## src/rtl/write_collision_arbiter_if.sv

```systemverilog
// Write-port bundle between the write agents and one per-cell collision arbiter.
// The master side drives agent requests; the slave side (the arbiter) returns
// the resolved cell write and collision status.
interface write_collision_arbiter_if #(
    parameter int unsigned ADDR_WIDTH = 3,
    parameter int unsigned DATA_WIDTH = 8,
    parameter int unsigned NB_WRAGENT = 4,
    parameter int unsigned CNT_WIDTH  = 16
);
    localparam int unsigned HC_WIDTH = $clog2(NB_WRAGENT + 1);

    logic [ADDR_WIDTH-1:0]            cell_addr;
    logic [NB_WRAGENT-1:0]            wren;
    logic [NB_WRAGENT*ADDR_WIDTH-1:0] wraddr;
    logic [NB_WRAGENT*DATA_WIDTH-1:0] wrdata;
    logic                             collision_clr;

    logic                             cell_wren;
    logic [DATA_WIDTH-1:0]            cell_wrdata;
    logic [NB_WRAGENT-1:0]            grant;
    logic [HC_WIDTH-1:0]              hit_count;
    logic                             collision;
    logic [CNT_WIDTH-1:0]             collision_cnt;
    logic                             collision_flag;

    modport master (
        output cell_addr, wren, wraddr, wrdata, collision_clr,
        input  cell_wren, cell_wrdata, grant, hit_count, collision,
               collision_cnt, collision_flag
    );

    modport slave (
        input  cell_addr, wren, wraddr, wrdata, collision_clr,
        output cell_wren, cell_wrdata, grant, hit_count, collision,
               collision_cnt, collision_flag
    );
endinterface

```

## src/rtl/write_collision_arbiter.sv

```systemverilog
// Per-cell write collision detector/resolver. Finds every agent writing this
// cell's address, picks one winner (fixed or round-robin priority), registers
// the winning write and reports hit count, collision pulse, a saturating
// collision counter and a sticky collision flag. All outputs come from flops.
module write_collision_arbiter #(
    parameter int unsigned ADDR_WIDTH = 3,
    parameter int unsigned DATA_WIDTH = 8,
    parameter int unsigned NB_WRAGENT = 4,
    parameter int unsigned MODE       = 1,
    parameter int unsigned CNT_WIDTH  = 16
) (
    input  logic                     aclk,
    input  logic                     aresetn,
    write_collision_arbiter_if.slave bus
);
    localparam int          NB       = int'(NB_WRAGENT);
    localparam int unsigned HC_WIDTH = $clog2(NB_WRAGENT + 1);
    localparam int unsigned PTR_W    = $clog2(NB_WRAGENT);

    logic [NB_WRAGENT-1:0] hit;
    logic [HC_WIDTH-1:0]   hit_cnt;
    logic                  coll;
    logic                  win_found;
    logic [PTR_W-1:0]      win_idx;
    logic [PTR_W-1:0]      rr_ptr_d, rr_ptr_q;
    logic [NB_WRAGENT-1:0] grant_d;
    logic [DATA_WIDTH-1:0] data_d;
    logic [CNT_WIDTH-1:0]  cnt_d;
    logic                  flag_d;
    int                    scan;

    logic                  cell_wren_q;
    logic [DATA_WIDTH-1:0] cell_wrdata_q;
    logic [NB_WRAGENT-1:0] grant_q;
    logic [HC_WIDTH-1:0]   hit_count_q;
    logic                  collision_q;
    logic [CNT_WIDTH-1:0]  cnt_q;
    logic                  flag_q;

    // Address match per agent and population count of the hits.
    always_comb begin
        hit     = '0;
        hit_cnt = '0;
        for (int i = 0; i < NB; i++) begin
            hit[i]  = bus.wren[i] && (bus.wraddr[i*ADDR_WIDTH +: ADDR_WIDTH] == bus.cell_addr);
            hit_cnt = hit_cnt + HC_WIDTH'(hit[i]);
        end
        coll = (hit_cnt >= HC_WIDTH'(2));
    end

    // Winner selection: lowest index, or first hit scanning up from rr_ptr.
    always_comb begin
        win_found = 1'b0;
        win_idx   = '0;
        scan      = 0;
        for (int k = 0; k < NB; k++) begin
            if (MODE == 1) begin
                scan = int'(rr_ptr_q) + k;
                if (scan >= NB) begin
                    scan = scan - NB;
                end
            end else begin
                scan = k;
            end
            if (!win_found && hit[scan]) begin
                win_found = 1'b1;
                win_idx   = PTR_W'(scan);
            end
        end
    end

    // Grant/data mux, round-robin pointer advance and counter/flag next state.
    always_comb begin
        grant_d  = '0;
        data_d   = '0;
        rr_ptr_d = rr_ptr_q;
        cnt_d    = cnt_q;
        flag_d   = flag_q;
        for (int i = 0; i < NB; i++) begin
            if (win_found && (win_idx == PTR_W'(i))) begin
                grant_d[i] = 1'b1;
                data_d     = bus.wrdata[i*DATA_WIDTH +: DATA_WIDTH];
            end
        end
        if ((MODE == 1) && win_found) begin
            // Explicit wrap keeps non-power-of-2 agent counts in range.
            rr_ptr_d = (win_idx == PTR_W'(NB - 1)) ? '0 : win_idx + PTR_W'(1);
        end
        if (coll) begin
            // A collision in the clear cycle is counted after the clear.
            if (bus.collision_clr) begin
                cnt_d = CNT_WIDTH'(1);
            end else if (cnt_q != '1) begin
                cnt_d = cnt_q + CNT_WIDTH'(1);
            end
            flag_d = 1'b1;
        end else if (bus.collision_clr) begin
            cnt_d  = '0;
            flag_d = 1'b0;
        end
    end

    // Output and pointer registers with synchronous active-low reset.
    always_ff @(posedge aclk) begin
        if (!aresetn) begin
            cell_wren_q   <= 1'b0;
            cell_wrdata_q <= '0;
            grant_q       <= '0;
            hit_count_q   <= '0;
            collision_q   <= 1'b0;
            cnt_q         <= '0;
            flag_q        <= 1'b0;
            rr_ptr_q      <= '0;
        end else begin
            cell_wren_q   <= |hit;
            cell_wrdata_q <= data_d;
            grant_q       <= grant_d;
            hit_count_q   <= hit_cnt;
            collision_q   <= coll;
            cnt_q         <= cnt_d;
            flag_q        <= flag_d;
            rr_ptr_q      <= rr_ptr_d;
        end
    end

    assign bus.cell_wren      = cell_wren_q;
    assign bus.cell_wrdata    = cell_wrdata_q;
    assign bus.grant          = grant_q;
    assign bus.hit_count      = hit_count_q;
    assign bus.collision      = collision_q;
    assign bus.collision_cnt  = cnt_q;
    assign bus.collision_flag = flag_q;
endmodule
```

## src/flat_wrapper.sv

```systemverilog
// flat-port wrapper written by rule: the top's interface ports become plain ports
module write_collision_arbiter_flat 
#(
    parameter int unsigned ADDR_WIDTH = 3,
    parameter int unsigned DATA_WIDTH = 8,
    parameter int unsigned NB_WRAGENT = 4,
    parameter int unsigned MODE       = 1,
    parameter int unsigned CNT_WIDTH  = 16
)
  (aclk, aresetn, bus_cell_addr, bus_wren, bus_wraddr, bus_wrdata, bus_collision_clr, bus_cell_wren, bus_cell_wrdata, bus_grant, bus_hit_count, bus_collision, bus_collision_cnt, bus_collision_flag);
  write_collision_arbiter_if #(.ADDR_WIDTH(ADDR_WIDTH), .DATA_WIDTH(DATA_WIDTH), .NB_WRAGENT(NB_WRAGENT), .CNT_WIDTH(CNT_WIDTH)) bus_i ();
  input  logic aclk;
  input  logic aresetn;
  input wire logic [$bits(bus_i.cell_addr)-1:0] bus_cell_addr;
  input wire logic [$bits(bus_i.wren)-1:0] bus_wren;
  input wire logic [$bits(bus_i.wraddr)-1:0] bus_wraddr;
  input wire logic [$bits(bus_i.wrdata)-1:0] bus_wrdata;
  input wire logic [$bits(bus_i.collision_clr)-1:0] bus_collision_clr;
  output wire logic [$bits(bus_i.cell_wren)-1:0] bus_cell_wren;
  output wire logic [$bits(bus_i.cell_wrdata)-1:0] bus_cell_wrdata;
  output wire logic [$bits(bus_i.grant)-1:0] bus_grant;
  output wire logic [$bits(bus_i.hit_count)-1:0] bus_hit_count;
  output wire logic [$bits(bus_i.collision)-1:0] bus_collision;
  output wire logic [$bits(bus_i.collision_cnt)-1:0] bus_collision_cnt;
  output wire logic [$bits(bus_i.collision_flag)-1:0] bus_collision_flag;
  assign bus_i.cell_addr = bus_cell_addr;
  assign bus_i.wren = bus_wren;
  assign bus_i.wraddr = bus_wraddr;
  assign bus_i.wrdata = bus_wrdata;
  assign bus_i.collision_clr = bus_collision_clr;
  assign bus_cell_wren = bus_i.cell_wren;
  assign bus_cell_wrdata = bus_i.cell_wrdata;
  assign bus_grant = bus_i.grant;
  assign bus_hit_count = bus_i.hit_count;
  assign bus_collision = bus_i.collision;
  assign bus_collision_cnt = bus_i.collision_cnt;
  assign bus_collision_flag = bus_i.collision_flag;
  write_collision_arbiter #(.ADDR_WIDTH(ADDR_WIDTH), .DATA_WIDTH(DATA_WIDTH), .NB_WRAGENT(NB_WRAGENT), .MODE(MODE), .CNT_WIDTH(CNT_WIDTH)) u_core (.aclk(aclk), .aresetn(aresetn), .bus(bus_i));
endmodule
```

## config.mk

```make
export PLATFORM = sky130hd
export DESIGN_NAME = write_collision_arbiter_flat
export DESIGN_NICKNAME = d
export VERILOG_FILES = /design/src/rtl/write_collision_arbiter_if.sv /design/src/rtl/write_collision_arbiter.sv /design/src/flat_wrapper.sv
export SDC_FILE = /design/constraint.sdc
export NUM_CORES = 1
export LEC_CHECK = 0
export CAP_MARGIN = 20
export CORE_MARGIN = 2
export CORE_UTILIZATION = 45
export DETAILED_ROUTE_END_ITERATION = 10
export GPL_TIMING_DRIVEN = 0
export PLACE_DENSITY = 0.92
export SETUP_SLACK_MARGIN = 0.02
export SLEW_MARGIN = 25
export SYNTH_ARGS = -nofsm -noshare
export SYNTH_HDL_FRONTEND = slang
export SYNTH_SLANG_ARGS = --single-unit
```

## constraint.sdc

```tcl
create_clock -name aclk -period 7.4 [get_ports aclk]
set_input_delay 0.74 -clock aclk [delete_from_list [all_inputs] [get_ports aclk]]
set_output_delay 0.74 -clock aclk [all_outputs]
set_load 0.01 [all_outputs]
```

Word level (Yosys, flattened, before mapping). Index checks and enable logic that the tools add are counted.

Input bits: 54. Register bits: 36.

Equal/unequal tests: 8. Multiplexer cells: 39. Add/subtract/negate cells: 12. Reductions and logical operators: 19. $lt $le $gt $ge: 9.

Operator list (number): less-than comparator 32 x 4 -> 1 bit, second input constant (4); two-way mux 32 bit (4); >= comparator 32 x 4 -> 1 bit, second input constant (3); subtractor 32 x 4 -> 32 bit, second input constant (3); two-way mux 16 bit (4); two-way mux 8 bit (4); two-way mux 1 bit (18); adder 16 x 1 -> 16 bit, second input constant (1); != test 16 bit, second input constant (1); equality test 3 bit (4); logical AND 1 bit (11); two-way mux 2 bit (5); binary-select mux 1 bit (select 2 bit) (4); adder 2 x 2 -> 3 bit, second input constant (2); adder 3 x 1 -> 3 bit (2); equality test 2 bit, second input constant (2); nonzero test 2 bit (2); OR reduction 4 bit (1); subtractor 2 x 3 -> 4 bit, second input constant (1); adder 2 x 1 -> 3 bit, second input constant (1); >= comparator 2 x 3 -> 1 bit, second input constant (1); >= comparator 3 x 2 -> 1 bit, second input constant (1); logical NOT 1 bit (3); adder 1 x 1 -> 2 bit (1); 4 further kinds (4).

Longest topological paths before layout. Gate-level depths: netlist (run 1).

Word-level depth: 21. Gate-level depth with buffers: 14. Mapped depth without buffers: 11.

Least setup slack after synthesis (run 1). Ideal clock, no wire load.

Kind: input to register. Start point: in bus_cell_addr[1]. End point: reg u_core.cell_wrdata_q[5] (netlist: u_core.bus.cell_wrdata[5]). Library setup time: 0.124 ns. Cell stages on the path: 14. Path slack: 4.383 ns. Data required time: 7.276 ns. Path buffers: 3. Arrival: 2.893 ns. Path through: buf_2 -> xnor2_1 -> nand4_1 -> nor2b_1 -> o22ai_1 -> nor2b_1 -> ha_1 -> clkbuf_1 -> nor2b_1 -> clkbuf_1 -> a221oi_1 -> nor3_1 -> a21oi_1 -> nor2_1.

Longest elaborated chain between the ends: 21. Elaborated cells between the ends (all ways): 46.

RTL lines: start, declared (RTL line flat_wrapper.sv:14) `input wire logic [$bits(bus_i.cell_addr)-1:0] bus_cell_addr;`; equality test 3 bit (RTL line write_collision_arbiter.sv:45) `hit[i] = bus.wren[i] && (bus.wraddr[i*ADDR_WIDTH +: ADDR_WIDTH] == bus.cell_addr);`; logical AND 1 bit (RTL line write_collision_arbiter.sv:45); binary-select mux 1 bit (select 2 bit) (RTL line write_collision_arbiter.sv:65) `if (!win_found && hit[scan]) begin`; two-way mux 1 bit (not written as such) (2 in a row) (RTL line write_collision_arbiter.sv:65); two-way mux 1 bit (RTL line write_collision_arbiter.sv:65); logical NOT 1 bit (RTL line write_collision_arbiter.sv:65); logical AND 1 bit (RTL line write_collision_arbiter.sv:65); two-way mux 1 bit (RTL line write_collision_arbiter.sv:65); [... 2 more ...]; two-way mux 1 bit (RTL line write_collision_arbiter.sv:65); logical NOT 1 bit (RTL line write_collision_arbiter.sv:65); logical AND 1 bit (RTL line write_collision_arbiter.sv:65); two-way mux 2 bit (RTL line write_collision_arbiter.sv:65); logical NOT 2 bit (RTL line write_collision_arbiter.sv:80) `if (win_found && (win_idx == PTR_W'(i))) begin`; logical AND 1 bit (RTL line write_collision_arbiter.sv:80); two-way mux 8 bit (3 in a row) (RTL line write_collision_arbiter.sv:80); two-way mux 8 bit * (RTL line write_collision_arbiter.sv:80); end signal, assigned (RTL line write_collision_arbiter.sv:116) `cell_wrdata_q <= data_d;`; end, declared (RTL line write_collision_arbiter.sv:33) `logic [DATA_WIDTH-1:0] cell_wrdata_q;`.

Mark *: on every way between the ends. The rest lies on a longest branch, timed or not. The select of a mux whose other input is x is not followed. A chain may end at the register's enable or synchronous reset.

Final worst setup path (run 1).
Start point: in bus_wraddr[10]. End point: reg u_core.cell_wrdata_q[5] (netlist: u_core.bus.cell_wrdata[5]).

Longest elaborated chain between the ends: 21. Elaborated cells between the ends (all ways): 40.

RTL lines: start, declared (RTL line flat_wrapper.sv:16) `input wire logic [$bits(bus_i.wraddr)-1:0] bus_wraddr;`; equality test 3 bit * (RTL line write_collision_arbiter.sv:45); logical AND 1 bit * (RTL line write_collision_arbiter.sv:45); binary-select mux 1 bit (select 2 bit) (RTL line write_collision_arbiter.sv:65); two-way mux 1 bit (not written as such) (2 in a row) (RTL line write_collision_arbiter.sv:65); two-way mux 1 bit (RTL line write_collision_arbiter.sv:65); logical NOT 1 bit (RTL line write_collision_arbiter.sv:65); logical AND 1 bit (RTL line write_collision_arbiter.sv:65); two-way mux 1 bit (RTL line write_collision_arbiter.sv:65); [... 2 more ...]; two-way mux 1 bit (RTL line write_collision_arbiter.sv:65); logical NOT 1 bit (RTL line write_collision_arbiter.sv:65); logical AND 1 bit (RTL line write_collision_arbiter.sv:65); two-way mux 2 bit (RTL line write_collision_arbiter.sv:65); logical NOT 2 bit (RTL line write_collision_arbiter.sv:80); logical AND 1 bit (RTL line write_collision_arbiter.sv:80); two-way mux 8 bit (3 in a row) (RTL line write_collision_arbiter.sv:80); two-way mux 8 bit * (RTL line write_collision_arbiter.sv:80).

Marked as above.

==> flow_results.xml, run 1 <==
<?xml version="1.0" encoding="UTF-8"?>
<metrics>
  <group name="timing">
    <metric name="rsz0062_at_grt" unit="">no</metric>
    <metric name="setup_violation_total_in_the_final_timing_report" unit="">0</metric>
    <metric name="slew_headroom" unit="">0.641</metric>
    <metric name="whs" unit="ns">0.469</metric>
    <metric name="worst-slew-pin-transition" unit="ns">0.537</metric>
    <metric name="setup-tns-final" unit="ns">0</metric>
    <metric name="finalClockSkew" unit="ns">0.00501</metric>
    <metric name="achievable-frequency" unit="MHz">286</metric>
    <metric name="min_period_over_period" unit="">0.472</metric>
    <metric name="final_max_slew_viol_count" unit="">0</metric>
    <metric name="report.final.hold_viol_count" unit="">0</metric>
    <metric name="post-route-min-period" unit="ns">3.50</metric>
  </group>
  <group name="final_layout">
    <metric name="design.final.nets" unit="">385</metric>
    <metric name="layout.cell_area.non_filler" unit="mm^2">0.00299</metric>
    <metric name="ff_latch_area" unit="um^2">721</metric>
    <metric name="syn2layout_area_growth" unit="%">50.2</metric>
    <metric name="finish.cell_count_without_fillers" unit="">376</metric>
    <metric name="final.fill_count" unit="">343</metric>
    <metric name="drive_above_1_share" unit="">0.0802</metric>
    <metric name="diode_insertion_count_for_antenna_repair" unit="">0</metric>
    <metric name="multi_input_area" unit="mm^2">0.00119</metric>
  </group>
  <group name="grt">
    <metric name="first_global_vias" unit="">1947</metric>
    <metric name="overall_global_routing_resource_usage" unit="">0.221</metric>
    <metric name="grt-ovfl-total" unit="">0</metric>
    <metric name="wire_length_of_the_first_global_routing_pass" unit="um">8850</metric>
    <metric name="grt_antenna_before_repair" unit="">0</metric>
    <metric name="grt_max_degree" unit="">14</metric>
  </group>
  <group name="setup_path">
    <metric name="critical_path_required" unit="ns">7.59</metric>
    <metric name="rr_startpoint" unit="">u_core.rr_ptr_q[0]</metric>
    <metric name="crit_type" unit="">primary input to flop</metric>
    <metric name="rrSetupSlack" unit="ns">4.90</metric>
    <metric name="worst_r2r_endpoint" unit="">u_core.bus.cell_wrdata[5]</metric>
    <metric name="worstPathMaxFanout" unit="">10</metric>
    <metric name="timing.critical_path.from_type" unit="">primary input</metric>
    <metric name="worst_r2r_path_depth" unit="">11</metric>
    <metric name="timing.critical_path.arrival" unit="ns">3.68</metric>
    <metric name="end_kind" unit="">flop</metric>
  </group>
  <group name="job">
    <metric name="max_cap_check_violation_count" unit="">0</metric>
  </group>
  <group name="pwr">
    <metric name="powerDensity" unit="mW/mm^2">150</metric>
    <metric name="power_frac_comb" unit="">0.221</metric>
    <metric name="vdd.ir_drop.worst" unit="mV">0.0934</metric>
    <metric name="p_int" unit="uW">322</metric>
    <metric name="pwr-share-clk" unit="">0.327</metric>
    <metric name="switching_share" unit="">0.283</metric>
    <metric name="share_seq_of_total_power" unit="">0.452</metric>
    <metric name="p_sw" unit="uW">127</metric>
    <metric name="p_leak" unit="nW">1.09</metric>
  </group>
  <group name="synthesis">
    <metric name="post_synth.cell_area_avg" unit="um^2">8.58</metric>
    <metric name="yosys.cell_count.top_type" unit="">dfxtp_1</metric>
    <metric name="seq_area_frac_synth" unit="">0.362</metric>
    <metric name="synth_top_area_share" unit="">0.362</metric>
    <metric name="synth_cell_types" unit="">50</metric>
    <metric name="synth_top_area_cell" unit="">dfxtp_1</metric>
    <metric name="yosys_warnings" unit="">0</metric>
    <metric name="synth_ff_type" unit="">dfxtp_1</metric>
    <metric name="synthesis.instances" unit="">232</metric>
    <metric name="async_reset_ff_frac" unit="">0</metric>
    <metric name="syn_area" unit="mm^2">0.00199</metric>
    <metric name="postSynthNetCount" unit="">294</metric>
    <metric name="top_post_synthesis_cells_by_count" unit="">36 x dfxtp_1, 34 x nor2_1, 18 x a21oi_1, 16 x xnor2_1, 14 x nor3_1</metric>
    <metric name="synth_area_leaders" unit="">dfxtp_1 36%, xnor2_1 7.0%, nor2_1 6.4%, a21oi_1 4.5%, ha_1 4.4%</metric>
    <metric name="yosys_register_bits" unit="">36</metric>
    <metric name="synth_edf_count" unit="">0</metric>
  </group>
  <group name="clock_network">
    <metric name="cts-buffers-inserted" unit="">5</metric>
    <metric name="worstSkewPairLatency" unit="ns">0.30</metric>
    <metric name="root_buffer" unit="">clkbuf_8</metric>
    <metric name="cts.reportedPaths.clkPinSlew" unit="ns">0.08</metric>
    <metric name="ctsLongestPathBuffers" unit="">2</metric>
    <metric name="cts_tree" unit="">yes</metric>
    <metric name="clock_tree.htree_level_count" unit="">2</metric>
    <metric name="number_of_clock_sinks_seen_by_cts" unit="">36</metric>
    <metric name="cts.repair.resized" unit="">0</metric>
    <metric name="post-cts-setup-buffer-count" unit="">0</metric>
    <metric name="cts_hold_buffers" unit="">0</metric>
  </group>
  <group name="routing">
    <metric name="dr.first_iter.drc_count" unit="">181</metric>
    <metric name="totalWireLength" unit="um">5250</metric>
    <metric name="avgViaCountPerCell" unit="">5.44</metric>
    <metric name="post-route-drc-count" unit="">0</metric>
    <metric name="dr.pass1.iters" unit="">4</metric>
    <metric name="wl_per_cell" unit="um">14.0</metric>
    <metric name="antenna_violating_nets_post_route" unit="">0</metric>
    <metric name="num_vias" unit="">2047</metric>
  </group>
  <group name="die">
    <metric name="die_height" unit="um">70.5</metric>
    <metric name="die-width" unit="um">70.5</metric>
    <metric name="die-area" unit="mm^2">0.00497</metric>
    <metric name="starting_density" unit="">0.463</metric>
    <metric name="floorplan.rows" unit="">24</metric>
    <metric name="core-area" unit="mm^2">0.00429</metric>
    <metric name="ioPinCount" unit="">88</metric>
  </group>
  <group name="hold_path">
    <metric name="whs_endpoint" unit="">u_core.bus.collision_flag</metric>
    <metric name="min_from" unit="">u_core.bus.collision_flag</metric>
    <metric name="hold_depth" unit="">1</metric>
    <metric name="timing.hold.worst.class" unit="">flop to flop</metric>
  </group>
  <group name="placement">
    <metric name="dpl.cell_count" unit="">368</metric>
    <metric name="globalplace.congestion" unit="">0.833</metric>
    <metric name="number_of_input_and_output_port_buffers_inserted" unit="">84</metric>
    <metric name="placement.cell_area" unit="mm^2">0.00290</metric>
    <metric name="place_hpwl" unit="um">4080</metric>
  </group>
  <group name="run_status">
    <metric name="status" unit="">completed</metric>
  </group>
</metrics>
-- layer usage --
metal,share of wire,global-route usage
met5,0,0
met4,0.017,0.0855
met3,0.067,0.0548
met2,0.51,0.382
met1,0.41,0.261
-- worst max path at each step --
stage,startpoint,to,slack (ns),cells past startpoint
final,bus_wraddr[10],u_core.bus.cell_wrdata[5],3.91,14
after global routing,bus_wraddr[4],u_core.bus.cell_wrdata[4],3.62,14
after CTS,bus_wraddr[11],u_core.bus.cell_wrdata[4],3.95,14
after detailed placement,bus_wraddr[11],u_core.bus.cell_wrdata[4],3.62,14
after global placement,bus_wraddr[10],u_core.bus.cell_wrdata[5],3.71,14
after floorplan,bus_cell_addr[1],u_core.bus.cell_wrdata[5],4.38,14
-- final cells by class --
class                   count  share of cell area
multi-input cells         178               0.398
repair buffers             84               0.281
flip-flops and latches     36               0.241
clock buffers               5              0.0230
well taps                  52              0.0218
plain buffers              12              0.0188
clock inverters             3             0.00796
inverters                   6             0.00754
-- cells in the final DEF, fill, tap and decap left out, types with 3 or more instances in the layout --
| master | count |
|---|---|
| and3_1 | 3 |
| ha_1 | 7 |
| nand3_1 | 4 |
| dfxtp_1 | 36 |
| o21ai_0 | 7 |
| a221oi_1 | 8 |
| clkbuf_1 | 7 |
| a21oi_1 | 18 |
| nand4_1 | 6 |
| nor3_1 | 14 |
| xnor2_1 | 16 |
| nor2_1 | 34 |
| clkbuf_8 | 5 |
| nor2b_1 | 8 |
| nand2_1 | 11 |
| inv_1 | 5 |
| and2_1 | 3 |
| a31o_2 | 3 |
| a21o_1 | 4 |
| o21a_1 | 3 |
| clkdlybuf4s50_1 | 84 |
-- cells by family (layout without fill, tap and decap cells) --
family	after synthesis	after routing	share of synthesized area
XOR/XNOR	16	16	0.0704
multiplexers	2	2	0.0101
AO/OA/AOI/OAI	60	60	0.231
AND/OR/NAND/NOR	92	92	0.233
adder cells (fa/ha/maj)	8	8	0.0541
flip-flops	36	36	0.362
buffers and inverters	18	110	0.0396
-- stage by stage --
stage	power, mW	util	setup WS (ns)
after floorplan	0.257	-	4.38
after global placement	0.302	0.674	3.71
after detailed placement	0.306	0.674	3.62
after CTS	0.451	0.696	3.95
after global routing	0.469	0.696	3.62
final	0.448	0.696	3.91
-- flip-flops by register name, summed over array words and instances, names as in the netlist --
signal / count
u_core.rr_ptr_q: 2
u_core.bus.cell_wren: 1
u_core.bus.collision: 1
u_core.bus.collision_cnt: 16
u_core.bus.grant: 4
u_core.bus.cell_wrdata: 8
u_core.bus.hit_count: 3
u_core.bus.collision_flag: 1
-- worst max-delay path: stages --
cell and delay (ns):
clkdlybuf4s50_1 0.48, xnor2_1 0.12, nand4_1 0.27, nor2b_1 0.24, o22ai_1 0.27, nor2b_1 0.23, ha_1 0.17, clkbuf_1 0.31
nor2b_1 0.09, clkbuf_1 0.20, a221oi_1 0.31, nor3_1 0.09, a21oi_1 0.13, nor2_1 0.05
-- power by group through the flow --
| stage | Sequential, mW | Combinational (mW) | Clock (mW) |
|---|---|---|---|
| floorplan | 0.209 | 0.0476 | 0 |
| global placement | 0.207 | 0.0950 | 0 |
| detailed placement | 0.207 | 0.0986 | 0 |
| CTS | 0.203 | 0.0989 | 0.149 |
| global route | 0.203 | 0.109 | 0.156 |
| finish | 0.203 | 0.0991 | 0.146 |
No activity file was read; power rests on OpenSTA's default activity.
==> inputs of run 2 (changes only) <==
--- a/config.mk
+++ b/config.mk
@@ -7,10 +7,10 @@
 export LEC_CHECK = 0
 export CAP_MARGIN = 20
 export CORE_MARGIN = 2
-export CORE_UTILIZATION = 45
+export CORE_UTILIZATION = 38
 export DETAILED_ROUTE_END_ITERATION = 10
 export GPL_TIMING_DRIVEN = 0
-export PLACE_DENSITY = 0.92
+export PLACE_DENSITY = 0.84
 export SETUP_SLACK_MARGIN = 0.02
 export SLEW_MARGIN = 25
 export SYNTH_ARGS = -nofsm -noshare
==> constraint.sdc (replaced) <==
create_clock -name aclk -period 2.9 [get_ports aclk]
set_input_delay 0.29 -clock aclk [delete_from_list [all_inputs] [get_ports aclk]]
set_output_delay 0.29 -clock aclk [all_outputs]
set_load 0.01 [all_outputs]
==> run 2 against run 1 <==
Sequential share of layout area is 0.68 points lower; power grew to 2.7 times the previous value; register-to-register slack worse by 4.2 ns; die area increased by 17%; non-clock buffer count is 5 higher; via count increased by 0.15%; worst setup slack got worse by 3.8 ns; worst hold slack worse by 0.014 ns; global-route usage fell by 4.0 points; highest routed layer unchanged.
==> flow_results.xml, run 2 (synthesized netlist as in run 1, its figures left out) <==
<?xml version="1.0" encoding="UTF-8"?>
<metrics>
  <group name="pwr">
    <metric name="fin_total_pwr" unit="mW">1.21</metric>
    <metric name="powerDensity" unit="mW/mm^2">393</metric>
    <metric name="p_leak" unit="nW">1.13</metric>
    <metric name="vdd.ir_drop.worst" unit="mV">0.252</metric>
  </group>
  <group name="die">
    <metric name="die_height" unit="um">76.4</metric>
    <metric name="core-area" unit="mm^2">0.00507</metric>
    <metric name="starting_density" unit="">0.392</metric>
    <metric name="ioPinCount" unit="">88</metric>
    <metric name="floorplan.rows" unit="">26</metric>
    <metric name="die-width" unit="um">76.4</metric>
    <metric name="die-area" unit="mm^2">0.00583</metric>
  </group>
  <group name="setup_path">
    <metric name="timing.critical_path.from_type" unit="">primary input</metric>
    <metric name="end_kind" unit="">flop</metric>
    <metric name="timing.critical_path.arrival" unit="ns">2.99</metric>
    <metric name="worst_r2r_path_depth" unit="">10</metric>
    <metric name="max_stage_delay" unit="ns">0.48</metric>
    <metric name="worstPathMaxFanout" unit="">10</metric>
    <metric name="critical_path.cell_chain" unit="">clkdlybuf4s50_1 &gt; xnor2_1 &gt; nand4_1 &gt; buf_4 &gt; buf_4 &gt; o21a_1 &gt; nor2_1 &gt; a21o_1 &gt; ha_2 &gt; nor2b_1 &gt; clkbuf_1 &gt; a221oi_1 &gt; nor3_1 &gt; a21oi_1 &gt; nor2_1</metric>
    <metric name="worst-path-stages" unit="">15</metric>
    <metric name="timing.critical_path.max_delay_family" unit="">buffers and inverters</metric>
    <metric name="critical_path_required" unit="ns">3.07</metric>
    <metric name="crit_buf_inv" unit="">4</metric>
    <metric name="crit_type" unit="">primary input to flop</metric>
    <metric name="master_of_the_slowest_instance_on_the_critical_path" unit="">clkdlybuf4s50_1</metric>
  </group>
  <group name="routing">
    <metric name="post-route-drc-count" unit="">0</metric>
    <metric name="antenna_violating_nets_post_route" unit="">0</metric>
    <metric name="avgViaCountPerCell" unit="">5.14</metric>
    <metric name="num_vias" unit="">2050</metric>
    <metric name="totalWireLength" unit="um">5160</metric>
    <metric name="wl_per_cell" unit="um">12.9</metric>
    <metric name="dr.first_iter.drc_count" unit="">127</metric>
    <metric name="dr.pass1.iters" unit="">4</metric>
  </group>
  <group name="timing">
    <metric name="achievable-frequency" unit="MHz">355</metric>
    <metric name="worst-slew-pin-transition" unit="ns">0.566</metric>
    <metric name="whs" unit="ns">0.455</metric>
    <metric name="rsz0062_at_grt" unit="">yes</metric>
    <metric name="finalClockSkew" unit="ns">0.00425</metric>
    <metric name="post-route-min-period" unit="ns">2.81</metric>
    <metric name="setup_violation_total_in_the_final_timing_report" unit="">0</metric>
    <metric name="report.final.hold_viol_count" unit="">0</metric>
    <metric name="final_max_slew_viol_count" unit="">0</metric>
    <metric name="setup-tns-final" unit="ns">0</metric>
    <metric name="min_period_over_period" unit="">0.970</metric>
    <metric name="slew_headroom" unit="">0.622</metric>
  </group>
  <group name="clock_network">
    <metric name="clock_tree.htree_level_count" unit="">2</metric>
    <metric name="cts-buffers-inserted" unit="">5</metric>
    <metric name="root_buffer" unit="">clkbuf_8</metric>
    <metric name="worstSkewPairLatency" unit="ns">0.29</metric>
    <metric name="cts_tree" unit="">yes</metric>
    <metric name="cts.reportedPaths.clkPinSlew" unit="ns">0.07</metric>
    <metric name="ctsLongestPathBuffers" unit="">2</metric>
    <metric name="number_of_clock_sinks_seen_by_cts" unit="">36</metric>
  </group>
  <group name="grt">
    <metric name="grt_antenna_before_repair" unit="">0</metric>
    <metric name="wire_length_of_the_first_global_routing_pass" unit="um">8670</metric>
    <metric name="grt-ovfl-total" unit="">0</metric>
    <metric name="first_global_vias" unit="">1943</metric>
    <metric name="grt_max_degree" unit="">13</metric>
    <metric name="overall_global_routing_resource_usage" unit="">0.181</metric>
  </group>
  <group name="final_layout">
    <metric name="layout_commonest_cell" unit="">clkdlybuf4s50_1</metric>
    <metric name="design.final.nets" unit="">390</metric>
    <metric name="flip_flop_count_of_the_largest_register_all_copies_and_words_added" unit="">16</metric>
    <metric name="layout.cell_area.non_filler" unit="mm^2">0.00307</metric>
    <metric name="final.fill_count" unit="">462</metric>
    <metric name="drive_above_1_share" unit="">0.106</metric>
    <metric name="final_core_util" unit="">0.606</metric>
    <metric name="syn2layout_area_growth" unit="%">54.5</metric>
    <metric name="most_used_cells_in_the_layout_excluding_fill_and_tap_cells" unit="">84 x clkdlybuf4s50_1, 36 x dfxtp_1, 34 x nor2_1</metric>
    <metric name="diode_insertion_count_for_antenna_repair" unit="">0</metric>
  </group>
  <group name="placement">
    <metric name="globalplace.congestion" unit="">0.903</metric>
    <metric name="placement.cell_area" unit="mm^2">0.00292</metric>
    <metric name="place_hpwl" unit="um">4060</metric>
    <metric name="number_of_input_and_output_port_buffers_inserted" unit="">84</metric>
  </group>
  <group name="hold_path">
    <metric name="timing.hold.worst.class" unit="">flop to flop</metric>
    <metric name="hold_depth" unit="">1</metric>
  </group>
  <group name="job">
    <metric name="max_cap_check_violation_count" unit="">0</metric>
  </group>
  <group name="run_status">
    <metric name="status" unit="">completed</metric>
  </group>
</metrics>
run 2: changes by cell type in the layout (fill, tap and decap cells not counted), sizes merged:
| cell | change |
|---|---|
| inv | +1 |
| clkinvlp | -1 |
| clkinv | -1 |
| bufinv | +1 |
| buf | +5 |
run 2: layer usage:
layer | wire length [um] | GRT usage | up-vias | share of wire
met3 | 321 | 0.0569 | 4 | 0.062
met5 | 0 | 0 | - | 0
li1 | - | - | 1023 | -
met2 | 2680 | 0.328 | 77 | 0.52
met4 | 40 | 0.0527 | 0 | 0.0078
met1 | 2120 | 0.203 | 946 | 0.41
run 2: per-stage QoR:
step / cells / setup slack (ns)
final: 399 / 0.0859
after global routing: 399 / -0.114
after CTS: 393 / 0.0594
after detailed placement: 386 / -0.434
after global placement: 386 / -0.397
after floorplan: 232 / 0.333
run 2: cell type report:
cell class,count,area [um^2],share of cell area
Buffer,11,53.8,0.0175
Sequential cell,36,721,0.234
Clock inverter,3,42.5,0.0138
Inverter,6,22.5,0.00733
Tap cell,70,87.6,0.0285
Clock buffer,5,68.8,0.0224
Timing Repair Buffer,90,886,0.288
Multi-Input combinational cell,178,1190,0.388
run 2: path summary, 6_finish.rpt:
path	endpoint	slack, ns	startpoint
hold reg to reg	u_core.bus.collision_flag	0.46	u_core.bus.collision_flag
hold / removal	u_core.bus.collision_flag	0.46	u_core.bus.collision_flag
setup reg to reg	u_core.bus.cell_wrdata[4]	0.66	u_core.rr_ptr_q[0]
setup / recovery	u_core.bus.cell_wrdata[4]	0.09	bus_wraddr[0]
run 2: report_power, final:
part / total, mW / internal (mW) / switching [mW]
combinational: 0.254 / 0.145 / 0.110
clock: 0.437 / 0.254 / 0.183
sequential: 0.517 / 0.510 / 0.00702
run 2: repair_timing:
action / in CTS / in global routing
hold buffers: 0 / 0
setup endpoints to repair: 8 / 24
buffers inserted: 0 / 6
resized for setup: 1 / 2
pin swaps: 0 / 4
hold endpoints to repair: 0 / 0
==> inputs of run 3 (changes only) <==
==> constraint.sdc (replaced) <==
create_clock -name aclk -period 2.9 [get_ports aclk]
set_input_delay 0.29 -clock aclk [delete_from_list [all_inputs] [get_ports aclk]]
set_output_delay 0.29 -clock aclk [all_outputs]
set_load 0.05 [all_outputs]
==> results of run 3 <==
Same layout as run 2 (identical final DEF). Status: completed.
Main changes from that run: total power 1.21 mW -> 1.25 mW; worst IR drop on VDD 0.252 mV -> 0.257 mV
